--- src/rtl/hdc_pkg.sv ---
// Shared constants, types and helpers for the RC-HDC classifier front end.
package hdc_pkg;

    localparam int DIM      = 16;
    localparam int SMP_SIZE = 4;
    localparam int LEVELS   = 4;

    typedef logic [DIM-1:0] hv_t;

    typedef enum logic {IDLE, RUN} feed_st_e;

    function automatic hv_t rotl1(input hv_t v);
        return {v[DIM-2:0], v[DIM-1]};
    endfunction

endpackage

--- src/rtl/level_mask_gen.sv ---
// Combinational thermometer mask: the low v*STEP bits are set, where v is the
// feature value clamped to LEVELS-1.
module level_mask_gen #(
    parameter int DIM    = 16,
    parameter int LEVELS = 16,
    parameter int VAL_W  = $clog2(LEVELS)
) (
    input  logic [VAL_W-1:0] value,
    output logic [DIM-1:0]   mask
);

    // Floor keeps the top level at or below DIM/2 flipped bits.
    localparam int STEP = DIM / (2 * (LEVELS - 1));

    int v_clamped;
    int nflip;

    always_comb begin
        v_clamped = (int'(value) > LEVELS - 1) ? LEVELS - 1 : int'(value);
        nflip     = v_clamped * STEP;
        mask      = '0;
        for (int i = 0; i < DIM; i++) begin
            mask[i] = (i < nflip);
        end
    end

endmodule

--- src/rtl/hv_feeder.sv ---
// Feature feeder: turns a valid/ready feature stream into registered
// position/level hypervector pairs for the spatial encoder.
module hv_feeder
    import hdc_pkg::*;
#(
    parameter int  VAL_W    = $clog2(LEVELS),
    parameter hv_t POS_SEED = hv_t'('hA5A5),
    parameter hv_t LVL_BASE = hv_t'('h3C3C)
) (
    input  logic             clk,
    input  logic             rst_n,
    input  logic             start,
    input  logic             abort,
    input  logic             feat_valid,
    output logic             feat_ready,
    input  logic [VAL_W-1:0] feat_value,
    input  logic             feat_last,
    output hv_t              im_value,
    output hv_t              im_pos,
    output logic             smp_en,
    output logic             smp_last,
    output logic             busy,
    output logic             err
);

    // Handshake: a feature transfers in any cycle where feat_valid and
    // feat_ready are both high; feat_ready never depends on feat_valid.

    localparam int IDX_W = $clog2(SMP_SIZE + 1);

    feed_st_e   state;
    feed_st_e   state_next;
    logic [IDX_W-1:0] idx;
    hv_t        pos_hv;
    hv_t        lvl_mask;
    logic       acc;
    logic       is_last_idx;

    assign feat_ready  = (state == RUN) && !abort;
    assign acc         = feat_valid && feat_ready;
    assign is_last_idx = (idx == IDX_W'(SMP_SIZE - 1));
    assign busy        = (state == RUN);

    level_mask_gen #(
        .DIM    (DIM),
        .LEVELS (LEVELS),
        .VAL_W  (VAL_W)
    ) u_mask (
        .value (feat_value),
        .mask  (lvl_mask)
    );

    always_ff @(posedge clk or negedge rst_n) begin
        if (!rst_n) begin
            state <= IDLE;
        end else begin
            state <= state_next;
        end
    end

    always_comb begin
        state_next = state;
        case (state)
            IDLE: if (start && !abort) state_next = RUN;
            RUN: begin
                if (abort) begin
                    state_next = IDLE;
                end else if (acc && is_last_idx) begin
                    state_next = IDLE;
                end
            end
            default: state_next = IDLE;
        endcase
    end

    always_ff @(posedge clk or negedge rst_n) begin
        if (!rst_n) begin
            idx      <= '0;
            pos_hv   <= POS_SEED;
            im_value <= '0;
            im_pos   <= '0;
            smp_en   <= 1'b0;
            smp_last <= 1'b0;
            err      <= 1'b0;
        end else begin
            smp_en   <= acc;
            smp_last <= acc && is_last_idx;
            if (acc) begin
                im_pos   <= pos_hv;
                im_value <= LVL_BASE ^ lvl_mask;
            end
            if (abort || (state == IDLE && start)) begin
                idx    <= '0;
                pos_hv <= POS_SEED;
                err    <= 1'b0;
            end else if (acc) begin
                // The count ends the sample; feat_last only flags disagreement.
                if (feat_last != is_last_idx) err <= 1'b1;
                if (is_last_idx) begin
                    idx    <= '0;
                    pos_hv <= POS_SEED;
                end else begin
                    idx    <= idx + 1'b1;
                    pos_hv <= rotl1(pos_hv);
                end
            end
        end
    end

endmodule
--- config.mk ---
export PLATFORM = sky130hd
export DESIGN_NAME = hv_feeder
export DESIGN_NICKNAME = d
export VERILOG_FILES = /design/src/rtl/hdc_pkg.sv /design/src/rtl/level_mask_gen.sv /design/src/rtl/hv_feeder.sv
export SDC_FILE = /design/constraint.sdc
export NUM_CORES = 1
export LEC_CHECK = 0
export CORE_MARGIN = 2
export CORE_UTILIZATION = 48
export DETAILED_ROUTE_END_ITERATION = 10
export PLACE_DENSITY = 0.89
export SYNTH_ARGS = -nofsm -noshare
export SYNTH_HDL_FRONTEND = slang
export SYNTH_SLANG_ARGS = --single-unit
--- constraint.sdc ---
create_clock -name clk -period 1.8 [get_ports clk]
set_input_delay 0.36 -clock clk [delete_from_list [all_inputs] [get_ports clk]]
set_output_delay 0.36 -clock clk [all_outputs]
set_load 0.02 [all_outputs]
==> flow_metrics.tcl <==
set metrics [dict create \
    hold_violations 0 \
    antenna_left 0 \
    synthTopCellsByArea "dfrtp_1 50%, dfstp_2 12%, nand2_1 11%" \
    slew_headroom_pct 55.6 \
    peakVddDrop_mv 0.471 \
    maxCapViolCount 0 \
    grt_max_degree 28 \
    crit_chain "clkdlybuf4s50_1" \
    outcome "finished clean" \
    antenna_found_initial 0 \
    seq_area_frac_synth_pct 61.8 \
    ys.flop_type "dfrtp_1" \
    synth_area_per_cell_sq_um 10.9 \
    final_nets 210 \
    core_sq_um 3420 \
    insertion_delay_ns 0.34 \
    max_freq_mhz 580 \
    synth_top_area_share_pct 49.9 \
    cts_tree "built" \
    crit_buf_inv 1 \
    grt_use_met2_pct 28.9 \
    min_period_ns 1.72 \
    crit_slowest_cell "clkdlybuf4s50_1" \
    dpl_cell_area_sq_um 2160 \
    seq_area_sq_um 1090 \
    synth.largest_area_cell "dfrtp_1" \
    cp_top_family "buffers and inverters" \
    clk_pin_slew_worst_paths_ns 0.11 \
    synthTopCellsByCount "53 x nand2_1, 35 x dfrtp_1, 12 x buf_4" \
    crit_required_ns 1.44 \
    start_util_pct 51.4 \
    layout-drive-gt1-share_pct 14.9 \
    cp_max_fo 5 \
    drc 0 \
    skew_ns 0.00818 \
    use_met1_pct 23.9 \
    die-area_sq_um 4160 \
    setup.worst_path.start_class "flop" \
    cts_num_sinks 43 \
    multiInputGateArea_sq_um 543 \
    wl_per_cell_um 13.0 \
    cellLeakagePower_nw 1.14 \
    syn_to_final_growth_pct 28.6 \
    cts_max_path_buffers 2 \
    arrival_ns 1.36 \
    fin_crit_sh_pct 95.7 \
    place_congestion 0.818 \
    setup_violations 0 \
    io_pins 45 \
    path_class "flop to output pin" \
    syn_inst 161 \
    synthDistinctLibCells 31 \
    rsz0062_at_grt "no" \
    design_area_sq_um 2260 \
    hold_class "input pin to asynchronous set/reset pin" \
    nFillCells 268 \
    post_drt_via_cell_ratio 4.97 \
    root_buffer "clkbuf_4" \
    synth_edf_count 0 \
    grt-ovfl-total 0 \
    route.vias.total 1232 \
    die_width_um 64.5 \
    end_kind "output pin" \
    diodes 0 \
    use_met3_pct 4.69 \
    dp_slack_ns -0.110 \
    drtIter0Drc 69 \
    htreeDepth 2 \
    wl_mm 3.22 \
    grt_pass1_vias 1184 \
    synthArstFlopShare_pct 100 \
    busiest_layer "met2" \
    yosysMostFrequentCell "nand2_1" \
    synth_warnings 0 \
    dr.pass1.iters 4 \
    cts_buffers 5 \
    rows 21 \
    netlist_area_sq_um 1760 \
    dpl.hpwl_mm 2.29 \
    yosys_register_bits 43 \
    port_buffers 38 \
    powerDensity_nw_per_um2 981 \
    slowest_delay_ns 0.62 \
    grt_pass1_wl_mm 5.69 \
    timing.final.ws_setup_ns 0.0769 \
    total_power_mw 2.21 \
    die_height_um 64.5 \
    worst_pin_slew_ns 0.660 \
    grt_use_total_pct 18.1 \
    slew_violations 0 \
]
==> per-stage QoR <==
stage	setup TNS, ns	std cells	util, %	hold slack, ns
after floorplan	0	166	-	0.0644
after global placement	-0.107	239	63.2	0.308
after detailed placement	-0.274	239	63.2	0.324
after CTS	0	248	66.0	0.481
after global routing	0	248	66.1	0.491
final	0	248	66.1	0.477
==> state kept, by name, summed over array words and instances, names as in the netlist <==
| signal | count |
|---|---|
| im_pos | 16 |
| smp_en | 1 |
| idx | 3 |
| im_value | 4 |
| busy | 1 |
| pos_hv | 16 |
| err | 1 |
| smp_last | 1 |
==> metal layers <==
metal	share of wire, %	wire length (um)
met3	5.7	182
met1	45	1460
met5	0	0
met4	0.53	17
met2	49	1560
==> area by class of cell <==
cell class                      instances  share of cell area [%]
Clock inverter                          2                    1.55
Tap cell                               46                    2.55
Multi-Input combinational cell        101                    24.0
Sequential cell                        43                    48.1
Clock buffer                            6                    2.27
Inverter                                4                   0.776
Timing Repair Buffer                   46                    20.7
==> final timing paths <==
check,startpoint,to,slack [ns],cells after the start
setup / recovery,im_value[12],im_value[13],0.08,1
hold / removal,rst_n,im_value[5],0.48,2
setup reg to reg,idx[0],pos_hv[13],0.14,4
hold reg to reg,im_pos[3],im_pos[3],0.49,2
max in group asynchronous,rst_n,pos_hv[7],0.77,3
min in group clk,im_pos[3],im_pos[3],0.49,2
==> placed cells by master (no fill, tap or decap) <==
cell,instances
a22o_1,10
a2bb2oi_1,3
a31oi_1,1
and2_4,1
and2b_1,1
and3_1,1
and4b_1,1
buf_12,2
buf_2,1
buf_4,5
bufinv_16,1
clkbuf_4,5
clkbuf_8,1
clkdlybuf4s50_1,34
clkinv_2,1
conb_1,6
dfrtp_1,34
dfrtp_2,1
dfstp_2,8
dlygate4sd2_1,1
dlygate4sd3_1,1
dlymetal6s2s_1,2
ha_1,1
inv_1,3
inv_4,1
mux2_2,1
nand2_1,53
nand2b_1,2
nand3_1,4
nand3b_1,1
nand3b_4,1
nor2_1,4
nor2b_1,1
nor3_1,2
nor3_4,1
nor4b_1,1
o21ai_0,4
xnor2_1,1
==> report_power, final <==
group	internal (mW)	switching, mW
registers	1.06	0.0566
clock network	0.328	0.294
logic	0.224	0.251
==> cells by family (layout without fill, tap and decap cells) <==
| family | count (synthesis) | after routing | share of synthesized area, % |
|---|---|---|---|
| adder cells (fa/ha/maj) | 1 | 1 | 0.712 |
| AO/OA/AOI/OAI | 18 | 18 | 7.98 |
| buffers and inverters | 22 | 58 | 8.33 |
| AND/OR/NAND/NOR | 74 | 74 | 19.8 |
| flip-flops | 43 | 43 | 61.8 |
| other | 1 | 6 | 0.213 |
| XOR/XNOR | 1 | 1 | 0.499 |
| multiplexers | 1 | 1 | 0.641 |
==> timing repair <==
item,CTS,global route
endpoints found under the setup margin,2,2
gates resized for setup,2,2
endpoints found under the hold margin,14,0
hold buffers,1,0
setup buffers,0,0
pin swaps,0,0
(Power assumes the default switching activity.)
